[config.mk]
export PLATFORM = sky130hd
export DESIGN_NAME = dmem_arbiter
export DESIGN_NICKNAME = d
export VERILOG_FILES = /design/src/rtl/dmem_arbiter_pkg.sv /design/src/rtl/dmem_arbiter_rr_pick2.sv /design/src/rtl/dmem_arbiter.sv
export SDC_FILE = /design/constraint.sdc
export NUM_CORES = 1
export LEC_CHECK = 0
export CAP_MARGIN = 20
export CORE_MARGIN = 5
export CORE_UTILIZATION = 43
export CTS_BUF_LIST = sky130_fd_sc_hd__clkbuf_8
export CTS_CLUSTER_DIAMETER = 150
export DETAILED_ROUTE_END_ITERATION = 8
export HOLD_SLACK_MARGIN = 0.05
export PLACE_DENSITY_LB_ADDON = 0.15
export SETUP_SLACK_MARGIN = 0.5
export SYNTH_ARGS = -nofsm -noshare
export SYNTH_HDL_FRONTEND = slang
export SYNTH_HIERARCHICAL = 1
export SYNTH_SLANG_ARGS = --single-unit
[constraint.sdc]
create_clock -name clk -period 5.5 [get_ports clk]
set_input_delay 1.1 -clock clk [delete_from_list [all_inputs] [get_ports clk]]
set_output_delay 1.1 -clock clk [all_outputs]
set_load 0.05 [all_outputs]
[src/rtl/dmem_arbiter_pkg.sv]
// Shared types and defaults for the two-port data-memory arbiter.
// Imported by the top and by anything that needs the FSM encoding.
package dmem_arbiter_pkg;

    typedef enum logic [1:0] {
        StIdle   = 2'd0,
        StAccess = 2'd1,
        StResp   = 2'd2
    } state_e;

    localparam int unsigned DefaultDepth = 200;
    localparam int unsigned DefaultDw    = 32;

endpackage

[src/rtl/dmem_arbiter_rr_pick2.sv]
// Combinational two-way round-robin picker: a lone requester always wins,
// and on contention the port that was not granted last time wins.
module rr_pick2 (
    input  logic [1:0] req,
    input  logic       last_gnt,
    output logic       valid,
    output logic       gnt_id
);

    always_comb begin
        valid  = |req;
        gnt_id = (req == 2'b11) ? ~last_gnt : req[1];
    end

endmodule

[src/rtl/dmem_arbiter.sv]
// Round-robin arbiter/sequencer sharing one single-port data memory between
// two masters; IDLE -> ACCESS -> RESP, with a registered one-cycle ack.
module dmem_arbiter
    import dmem_arbiter_pkg::*;
#(
    parameter int unsigned DEPTH = DefaultDepth,
    parameter int unsigned DW    = DefaultDw
) (
    input  logic          clk,
    input  logic          rst,

    input  logic          req0,
    input  logic          we0,
    input  logic [DW-1:0] addr0,
    input  logic [DW-1:0] wdata0,
    output logic          ack0,
    output logic [DW-1:0] rdata0,
    output logic          err0,

    input  logic          req1,
    input  logic          we1,
    input  logic [DW-1:0] addr1,
    input  logic [DW-1:0] wdata1,
    output logic          ack1,
    output logic [DW-1:0] rdata1,
    output logic          err1,

    output logic [DW-1:0] mem_addr,
    output logic [DW-1:0] mem_wdata,
    output logic          mem_write,
    output logic          mem_read,
    input  logic [DW-1:0] mem_rdata,

    output logic          busy
);

    state_e        state_q, state_d;
    logic          last_gnt_q, last_gnt_d;
    logic          id_q, id_d;
    logic          we_q, we_d;
    logic [DW-1:0] addr_q, addr_d;
    logic [DW-1:0] wdata_q, wdata_d;
    logic          ack0_q, ack0_d;
    logic          ack1_q, ack1_d;
    logic [DW-1:0] rdata0_q, rdata0_d;
    logic [DW-1:0] rdata1_q, rdata1_d;
    logic          err0_q, err0_d;
    logic          err1_q, err1_d;

    logic          pick_valid;
    logic          pick_id;
    logic          in_range;
    logic [DW-1:0] access_rdata;

    rr_pick2 u_pick (
        .req      ({req1, req0}),
        .last_gnt (last_gnt_q),
        .valid    (pick_valid),
        .gnt_id   (pick_id)
    );

    always_comb begin
        in_range     = (addr_q < DW'(DEPTH));
        access_rdata = (!we_q && in_range) ? mem_rdata : '0;
    end

    always_comb begin
        state_d    = state_q;
        last_gnt_d = last_gnt_q;
        id_d       = id_q;
        we_d       = we_q;
        addr_d     = addr_q;
        wdata_d    = wdata_q;
        ack0_d     = 1'b0;
        ack1_d     = 1'b0;
        rdata0_d   = rdata0_q;
        rdata1_d   = rdata1_q;
        err0_d     = err0_q;
        err1_d     = err1_q;

        unique case (state_q)
            StIdle: begin
                if (pick_valid) begin
                    state_d = StAccess;
                    id_d    = pick_id;
                    we_d    = pick_id ? we1    : we0;
                    addr_d  = pick_id ? addr1  : addr0;
                    wdata_d = pick_id ? wdata1 : wdata0;
                end
            end
            StAccess: begin
                // Response registers load here so they are valid during RESP.
                state_d = StResp;
                if (id_q) begin
                    ack1_d   = 1'b1;
                    rdata1_d = access_rdata;
                    err1_d   = ~in_range;
                end else begin
                    ack0_d   = 1'b1;
                    rdata0_d = access_rdata;
                    err0_d   = ~in_range;
                end
            end
            StResp: begin
                state_d    = StIdle;
                last_gnt_d = id_q;
            end
            default: state_d = StIdle;
        endcase
    end

    always_ff @(posedge clk or posedge rst) begin
        if (rst) begin
            state_q    <= StIdle;
            last_gnt_q <= 1'b1;
            id_q       <= 1'b0;
            we_q       <= 1'b0;
            addr_q     <= '0;
            wdata_q    <= '0;
            ack0_q     <= 1'b0;
            ack1_q     <= 1'b0;
            rdata0_q   <= '0;
            rdata1_q   <= '0;
            err0_q     <= 1'b0;
            err1_q     <= 1'b0;
        end else begin
            state_q    <= state_d;
            last_gnt_q <= last_gnt_d;
            id_q       <= id_d;
            we_q       <= we_d;
            addr_q     <= addr_d;
            wdata_q    <= wdata_d;
            ack0_q     <= ack0_d;
            ack1_q     <= ack1_d;
            rdata0_q   <= rdata0_d;
            rdata1_q   <= rdata1_d;
            err0_q     <= err0_d;
            err1_q     <= err1_d;
        end
    end

    // Memory strobes decode straight from the state so they vanish with async reset.
    always_comb begin
        mem_addr  = '0;
        mem_wdata = '0;
        mem_write = 1'b0;
        mem_read  = 1'b0;
        if (state_q == StAccess) begin
            mem_addr  = addr_q;
            mem_wdata = wdata_q;
            mem_write = we_q & in_range;
            mem_read  = ~we_q & in_range;
        end
    end

    always_comb begin
        ack0   = ack0_q;
        ack1   = ack1_q;
        rdata0 = rdata0_q;
        rdata1 = rdata1_q;
        err0   = err0_q;
        err1   = err1_q;
        busy   = (state_q != StIdle);
    end

endmodule

==> metrics.yaml, run 1 <==
cts:
  ctsResizeCount: 0
  clkTransAtPathRegs_ns: 0.07
  tritoncts: "yes"
  post-cts-setup-buffer-count: 0
  hold_buffers: 0
  cts.sinks: 137
  cts_inserted_buffers: 17
  h-tree-depth: 4
  clockRootBuffer: "clkbuf_8"
  clk_path_buf_depth: 2
  insertion_delay_ns: 0.44
setup_path:
  cpPeakStageDelay_ns: 0.82
  r2r-start: "state_q[1]"
  r2r_setup_slack_ns: 2.73
  critPathCaptureType: "output port"
  critPathLaunchType: "register"
  required_ns: 4.40
  r2r_end: "err1"
  path_cells: "nand2b_1 -> inv_1 -> buf_4 -> and2_1 -> clkdlybuf4s50_1"
  critPathSlowestCell: "clkdlybuf4s50_1"
  critPathMaxFanout: 40
  critPathArrivalTime_ns: 3.16
  rr_worst_depth: 7
  startpoint: "state_q[1]"
  path_class: "register to output port"
floorplan:
  start_util: 0.432
  die_w_um: 133
  pin_count: 301
  rows: 45
  die_y_um: 133
  dieArea_sq_um: 17700
  core_area_sq_um: 15000
global_routing:
  grt_overflow: 0
  grt_pass1_vias: 5936
  grtUsageTotal: 0.223
  grt_max_degree: 102
  grt_pass1_wl_mm: 31.2
  grt_antenna_before_repair: 0
hold_path:
  hold_path_class: "register to register"
  worstHoldPathCells: 2
  min_to: "rdata1[14]"
  hold_start: "rdata1[14]"
logic_synthesis:
  yosys_most_used_dff: "dfrtp_1"
  avgSynthCellArea_sq_um: 10.2
  yosys.area.top_type: "dfrtp_1"
  syn_inst: 638
  ys_warn_count: 6
  netlist_top_cells_count: "dfrtp_1 (136), nand2_1 (66), nor2_1 (66)"
  ys_types: 26
  syn_nets: 804
  async_reset_ff_frac: 1.00
  ys_ff_latch: 137
  synth-edff-count: 0
  synth_top_cell_area_share: 0.524
  synth_seq_area_share: 0.528
  synthesis.area_sq_um: 6490
  synth_most_common_cell: "dfrtp_1"
  synth.area.top_cells: "dfrtp_1 (52%), mux2i_1 (10%), and2_1 (6.2%), o31ai_1 (5.3%), a21oi_1 (5.0%)"
layout:
  nNetsFinal: 1078
  areaGrowthSynthToFinish_pct: 53.3
  fin_area_sq_um: 9950
  fin_util: 0.662
  antennaDiodeCount: 0
  drive_gt1_frac: 0.0726
power_and_ir_drop:
  ir_drop_uv: 291
  internal_power_mw: 2.52
  p_sw_mw: 2.20
  clkPwrFrac: 0.160
  switching_share: 0.465
  comb_power_share: 0.526
  powerDensity_nw_per_um2: 474
  total_leakage_power_nw: 4.10
  p_seq_frac: 0.314
route:
  num_vias: 5667
  drtAntennaViolNets: 0
  detail_route.wl_per_cell_um: 17.9
  routed_via_density: 5.10
  drt_iter0_markers: 363
  top_layer: "met4"
  met1Wirelength_mm: 7.77
  first_pass_iters: 5
  drc: 0
  drt_wl_total_mm: 19.9
  dr_wl_met3_mm: 1.85
  met2_length_mm: 9.79
timing:
  max_slew_margin: 0.338
  finalSetupViolCount: 0
  hold_viol: 0
  report.final.slew_viol_count: 0
  fmax_mhz: 235
  clock_skew_ns: 0.00813
  setup_tns_ns: 0
  tightest_slew_ns: 0.992
  post-route-period-util: 0.775
  rsz0062_at_grt: "no"
  period_minus_slack_ns: 4.26
placed_design:
  routabilityCongestion: 0.844
  dp_hpwl_mm: 14.8
  placed_area_sq_um: 9600
  port_buffers: 300
flow_run:
  cap_viol_max_count: 0
status:
  status: "finished, final reports clean"
-- critical path, delay by kind of cell, from the launching register on --
family	cells	cell delay, ns
buffers and inverters	3	1.96
AND/OR/NAND/NOR	2	0.34
flip-flops	1	0.40
-- power by group through the flow --
| stage | logic (mW) | registers, mW | clock network (mW) |
|---|---|---|---|
| finish | 2.48 | 1.48 | 0.754 |
| CTS | 2.50 | 1.48 | 0.770 |
| floorplan | 1.66 | 1.47 | 0 |
| detailed placement | 2.49 | 1.50 | 0 |
| global route | 2.64 | 1.52 | 0.818 |
| global placement | 2.46 | 1.48 | 0 |
-- logic make-up after synthesis --
group                  synth area share
DFF                               0.528
AOI/OAI and AO/OA                 0.140
muxes                             0.107
and+or+nand+nor                   0.184
buffers and inverters            0.0399
-- layout by cell type, fill, tap and decap left out, drive strengths merged, types with 20 or more instances in the layout --
cell type      netlist  final
and2                64     64
nand2b              35     35
clkdlybuf4s50        0    300
nor2                67     67
nand2               66     66
dfrtp              136    136
a21oi               65     65
o31ai               64     64
clkbuf              31     20
mux2i               65     65
-- through the flow --
stage | total power [mW] | std cells | worst slack [ns] | hold slack [ns]
after CTS | 4.75 | 1111 | 1.20 | 0.482
after detailed placement | 3.99 | 1081 | 1.68 | 0.467
final | 4.72 | 1111 | 1.24 | 0.478
after floorplan | 3.13 | 638 | 0.734 | 0.487
after global placement | 3.94 | 1081 | 1.78 | 0.460
after global routing | 4.98 | 1111 | 0.991 | 0.498
-- registers in the layout, indices dropped and copies added (netlist names), 2 cells and up --
register and cells:
addr_q 32, rdata0 32, rdata1 32, state_q 2, wdata_q 32
-- cell type report --
type,count,area (sq um)
Inverter,5,23.8
Clock buffer,20,275
Clock inverter,10,78.8
Tap cell,188,235
Sequential cell,137,3430
Multi-Input combinational cell,443,2840
Timing Repair Buffer,308,3080
Fill cell,1190,5080
-- routing by layer --
layer,vias to the layer above,global-route usage
met3,29,0.0871
met4,0,0.0814
met2,253,0.368
met5,-,0
met1,2659,0.265
li1,2726,-
-- how the worst max path moves through the flow --
| stage | to | cells past startpoint |
|---|---|---|
| 6_report | mem_wdata[29] | 5 |
| 5_1_grt | mem_addr[30] | 5 |
| 4_1_cts | mem_wdata[29] | 5 |
| 3_5_place_dp | mem_wdata[29] | 5 |
| 3_3_place_gp | mem_addr[30] | 5 |
| 2_1_floorplan | ack0 | 1 |
Power figures use the tool's default switching activity.
==> inputs of run 2 (changes only) <==
- CORE_UTILIZATION: 43 -> 39
- clock period: 5.5 -> 3.9 ns (I/O delays scaled with it)
==> run 2 against run 1 <==
Clock skew increased by 0.0065 ns. Hold slack better by 0.0043 ns. Clock-buffer cell count decreased by 2. Non-clock buffer count rose by 4.
==> metrics.yaml, run 2 (synthesized netlist as in run 1, its figures left out) <==
status:
  status: "finished, final reports clean"
floorplan:
  rows: 47  # +4.4%
  start_util: 0.394  # -0.0376
  die_w_um: 139  # +4.6%
  core_area_sq_um: 16500  # +9.5%
  pin_count: 301  # unchanged
  dieArea_sq_um: 19300  # +9.5%
  die_y_um: 139  # +4.6%
cts:
  clkTransAtPathRegs_ns: 0.08  # about the same
  tritoncts: "yes"
  clk_path_buf_depth: 2  # unchanged
  cts.sinks: 137  # unchanged
  cts_inserted_buffers: 17  # unchanged
  post-cts-setup-buffer-count: 0  # unchanged
  insertion_delay_ns: 0.45  # about the same
  clockRootBuffer: "clkbuf_8"
  h-tree-depth: 4  # unchanged
setup_path:
  r2r-start: "state_q[1]"
  critPathArrivalTime_ns: 2.34  # -0.82 ns
  critPathLaunchType: "register"
  r2r_end: "rdata1[10]"
  critPathMaxFanout: 23  # -43%
  rr_worst_depth: 6  # -1
  r2r_setup_slack_ns: 1.48  # -1.25 ns
  critPathCaptureType: "output port"
  path_class: "register to output port"
  required_ns: 3.12  # -1.28 ns
hold_path:
  hold_start: "rdata0[7]"
  hold_path_class: "register to register"
  min_to: "rdata0[7]"
  worstHoldPathCells: 2  # unchanged
timing:
  fmax_mhz: 320
  period_minus_slack_ns: 3.12
  finalSetupViolCount: 0  # unchanged
  hold_viol: 0  # unchanged
  tightest_slew_ns: 0.909  # -0.0830 ns
  report.final.slew_viol_count: 0  # unchanged
  rsz0062_at_grt: "no"
  post-route-period-util: 0.801
  max_slew_margin: 0.394  # +0.0560
  setup_tns_ns: 0  # unchanged
  clock_skew_ns: 0.0146  # +0.00645 ns
  fin_hold_ws_ns: 0.482  # +0.00433 ns
  final.setup.worst_slack_ns: 0.778  # -0.461 ns
power_and_ir_drop:
  p_total_mw: 6.79  # +44%
  total_leakage_power_nw: 4.80  # +17%
  ir_drop_uv: 548  # +88%
  powerDensity_nw_per_um2: 667  # +41%
global_routing:
  grt_pass1_wl_mm: 31.3  # +0.40%
  grtUsageTotal: 0.202  # -0.0208
  grt_overflow: 0  # unchanged
  grt_pass1_vias: 6033  # +1.6%
  grt_max_degree: 72  # -29%
  grt_antenna_before_repair: 1  # +1
layout:
  nNetsFinal: 1082  # +0.37%
  fin_util: 0.619  # -0.0430
  drive_gt1_frac: 0.0818  # +0.00922
  areaGrowthSynthToFinish_pct: 57.0
  fin_area_sq_um: 10200  # +2.4%
  fin_cells: 1150  # +3.5%
  mostFrequentLayoutCell: "clkdlybuf4s50_1"
  layout_common_cells: "clkdlybuf4s50_1 (255), dfrtp_1 (136), nor2_1 (66)"
placed_design:
  routabilityCongestion: 0.846  # +0.27%
  port_buffers: 300  # unchanged
  dp_hpwl_mm: 14.5  # -1.6%
  placed_area_sq_um: 9670  # +0.69%
  place_ws_ns: 0.876  # -0.799 ns
  dp_cells: 1117  # +3.3%
route:
  routed_via_density: 4.92  # -3.6%
  drtAntennaViolNets: 0  # unchanged
  num_vias: 5656  # -0.19%
  first_pass_iters: 7  # +2
  drt_iter0_markers: 223  # -39%
  drc: 0  # unchanged
  detail_route.wl_per_cell_um: 17.2  # -3.8%
  drt_wl_total_mm: 19.8  # -0.40%
flow_run:
  cap_viol_max_count: 0  # unchanged
-- run 2: changes by cell type in the layout (fill, tap and decap cells not counted), sizes merged --
cell,previous run,this run
clkdlybuf4s50,300,255
dlymetal6s2s,0,42
buf,8,13
clkinvlp,2,5
bufinv,1,3
clkbuf,20,18
dlygate4sd2,0,2
diode,0,1
inv,6,5
-- run 2: layout make-up --
class                   instances  area, sq um
multi-input cells             443         2840
diodes                          1         2.50
repair buffers                312         3210
inverters                       5         26.3
clock buffers                  18          248
fillers                      1359         6270
clock inverters                14          171
flip-flops and latches        137         3430
well taps                     220          275
-- run 2: what timing repair did --
item / CTS / global route
endpoints found under the setup margin: 44 / 42
gates resized for setup: 3 / 42
hold buffers: 0 / 0
cloned: 0 / 0
-- run 2: metal layers --
layer,wire length (um),share of wire,track usage,vias up
li1,-,-,-,2734
met1,7750,0.39,0.238,2672
met2,10100,0.51,0.346,216
met3,1310,0.066,0.0607,34
met4,604,0.031,0.0834,0
met5,0,0,0,-
-- run 2: report_power, final --
group	switching (mW)	internal [mW]	total (mW)
registers	0.271	1.80	2.08
logic	2.28	1.21	3.50
clock network	0.572	0.652	1.22
total	3.12	3.67	6.79
-- run 2: worst max-delay path by stage --
stage	from	slack, ns	depth (start not counted)	to
after floorplan	addr_q[24]	0.81	6	mem_read
after global placement	state_q[1]	0.92	5	mem_addr[29]
after detailed placement	state_q[1]	0.88	5	mem_addr[6]
after CTS	state_q[1]	0.53	5	mem_addr[6]
after global routing	addr_q[5]	0.58	4	mem_read
final	state_q[1]	0.78	4	mem_wdata[16]
-- run 2: worst max-delay path, stage by stage, from the launching register on --
cell and delay [ns]:
dfrtp_1 0.36, nand2b_1 0.18, clkinvlp_4 0.34, and2_1 0.29
clkdlybuf4s50_1 0.73
==> inputs of run 3 (changes only) <==
- clock period: 3.9 -> 2.77 ns (I/O delays scaled with it)
==> run 3 against run 2 <==
Hold slack worse by 0.0025 ns. Sequential cell count stayed put. Clock-buffer cell count is 1 higher. Critical path type unchanged. Non-clock buffer count is 10 higher. Design area is 9.3% higher. Power is 69% higher. Sequential power is 41% higher. Die area stayed put. Clock skew is 0.0042 ns lower. Clock power is 62% higher.
==> metrics.yaml, run 3 (synthesized netlist as in run 1, its figures left out) <==
placed_design:
  placed_area_sq_um: 10400  # +7.9%
  dp_hpwl_mm: 15.2  # +4.9%
  routabilityCongestion: 0.842  # -0.52%
  port_buffers: 300  # unchanged
timing:
  rsz0062_at_grt: "yes"
  period_minus_slack_ns: 2.45
  hold_viol: 0  # unchanged
  setup_tns_ns: 0  # unchanged
  fmax_mhz: 408
  report.final.slew_viol_count: 0  # unchanged
  tightest_slew_ns: 0.782  # -0.126 ns
  max_slew_margin: 0.479  # +0.0843
  clock_skew_ns: 0.0104  # -0.00416 ns
  post-route-period-util: 0.885
  finalSetupViolCount: 0  # unchanged
route:
  first_pass_iters: 4  # -3
  num_vias: 5757  # +1.8%
  drt_iter0_markers: 223  # unchanged
  routed_via_density: 4.97  # +1.1%
  detail_route.wl_per_cell_um: 18.1  # +5.3%
  drtAntennaViolNets: 0  # unchanged
  drt_wl_total_mm: 21.0  # +6.1%
  drc: 0  # unchanged
hold_path:
  worstHoldPathCells: 2  # unchanged
  hold_path_class: "register to register"
  hold_start: "rdata0[8]"
  min_to: "rdata0[8]"
setup_path:
  r2r-start: "addr_q[29]"
  required_ns: 2.22  # -0.90 ns
  rr_worst_depth: 5  # -1
  critPathLaunchType: "register"
  critPathArrivalTime_ns: 1.90  # -0.44 ns
  r2r_setup_slack_ns: 0.76  # -0.72 ns
  path_class: "register to output port"
  critPathMaxFanout: 3  # -87%
  critPathCaptureType: "output port"
  r2r_end: "err1"
cts:
  clk_path_buf_depth: 2  # unchanged
  tritoncts: "yes"
  cts_inserted_buffers: 17  # unchanged
  insertion_delay_ns: 0.43  # -0.02 ns
  clockRootBuffer: "clkbuf_8"
  clkTransAtPathRegs_ns: 0.08  # about the same
  h-tree-depth: 4  # unchanged
  cts.sinks: 137  # unchanged
  hold_buffers: 0  # unchanged
layout:
  n_fill_cell: 1228  # -9.6%
  layout_common_cells: "clkdlybuf4s50_1 (233), dfrtp_1 (136), buf_12 (73)"
  fin_util: 0.676  # +0.0574
  drive_gt1_frac: 0.180  # +0.0984
  mostFrequentLayoutCell: "clkdlybuf4s50_1"
  antennaDiodeCount: 0  # -1
  areaGrowthSynthToFinish_pct: 71.5
  fin_area_sq_um: 11100  # +9.3%
  nNetsFinal: 1092  # +0.92%
global_routing:
  grtUsageTotal: 0.212  # +0.00960
  grt_overflow: 0  # unchanged
  grt_antenna_before_repair: 0  # -1
  grt_max_degree: 76  # +5.6%
  grt_pass1_wl_mm: 32.5  # +3.8%
  grt_pass1_vias: 5999  # -0.56%
floorplan:
  start_util: 0.394  # unchanged
  die_w_um: 139  # unchanged
  rows: 47  # unchanged
  pin_count: 301  # unchanged
  dieArea_sq_um: 19300  # unchanged
  die_y_um: 139  # unchanged
  core_area_sq_um: 16500  # unchanged
power_and_ir_drop:
  powerDensity_nw_per_um2: 1030  # +54%
  ir_drop_uv: 756  # +38%
  total_leakage_power_nw: 4.64  # -3.3%
status:
  status: "finished, final reports clean"
flow_run:
  cap_viol_max_count: 0  # unchanged
run 3: worst max path at each step:
stage               start     endpoint  slack [ns]  cells after the start
3_5_place_dp         req1  wdata_q[16]        0.49                      5
4_1_cts        addr_q[29]     mem_read        0.25                      5
6_report       addr_q[29]     mem_read        0.32                      5
3_3_place_gp         req1  wdata_q[23]        0.58                      5
5_1_grt        addr_q[27]     mem_read        0.17                      5
2_1_floorplan  addr_q[24]     mem_read        0.34                      6
run 3: cell type report:
| cell class | instances | area, sq um | share of cell area |
|---|---|---|---|
| clock buffers | 19 | 262 | 0.0235 |
| flip-flops and latches | 137 | 3430 | 0.308 |
| multi-input cells | 443 | 2930 | 0.263 |
| inverters | 5 | 27.5 | 0.00247 |
| clock inverters | 12 | 221 | 0.0199 |
| well taps | 220 | 275 | 0.0247 |
| repair buffers | 322 | 3990 | 0.359 |
run 3: worst max-delay path, cell delays in order, from the launching register on:
cell and delay [ns]:
dfrtp_1 0.42, nor4_4 0.30, and4_4 0.28, nand4_4 0.11
nor3_4 0.19, buf_12 0.16
run 3: where the power goes:
group / total [mW] / internal (mW) / switching (mW)
registers: 2.93 / 2.54 / 0.386
logic: 6.55 / 2.91 / 3.64
clock network: 1.98 / 1.21 / 0.772
total: 11.5 / 6.66 / 4.80
run 3: per-stage QoR:
| step | total power [mW] | worst slack (ns) | hold slack, ns | instances |
|---|---|---|---|---|
| 2_1_floorplan | 6.23 | 0.340 | 0.487 | 638 |
| 3_3_place_gp | 9.04 | 0.583 | 0.460 | 1119 |
| 3_5_place_dp | 9.16 | 0.487 | 0.466 | 1119 |
| 4_1_cts | 11.3 | 0.254 | 0.484 | 1153 |
| 5_1_grt | 12.0 | 0.166 | 0.506 | 1158 |
| 6_report | 11.5 | 0.318 | 0.480 | 1158 |
run 3: repair_timing:
action,4_1_cts,5_1_grt
pin swaps,1,1
setup endpoints to repair,67,67
buffers inserted,1,3
resized for setup,11,20
gates cloned,2,2
run 3: routing by layer:
| metal | vias up | track usage | share of wire |
|---|---|---|---|
| li1 | 2766 | - | - |
| met2 | 220 | 0.354 | 0.50 |
| met1 | 2743 | 0.248 | 0.39 |
| met5 | - | 0 | 0 |
| met3 | 28 | 0.0879 | 0.092 |
| met4 | 0 | 0.0695 | 0.022 |
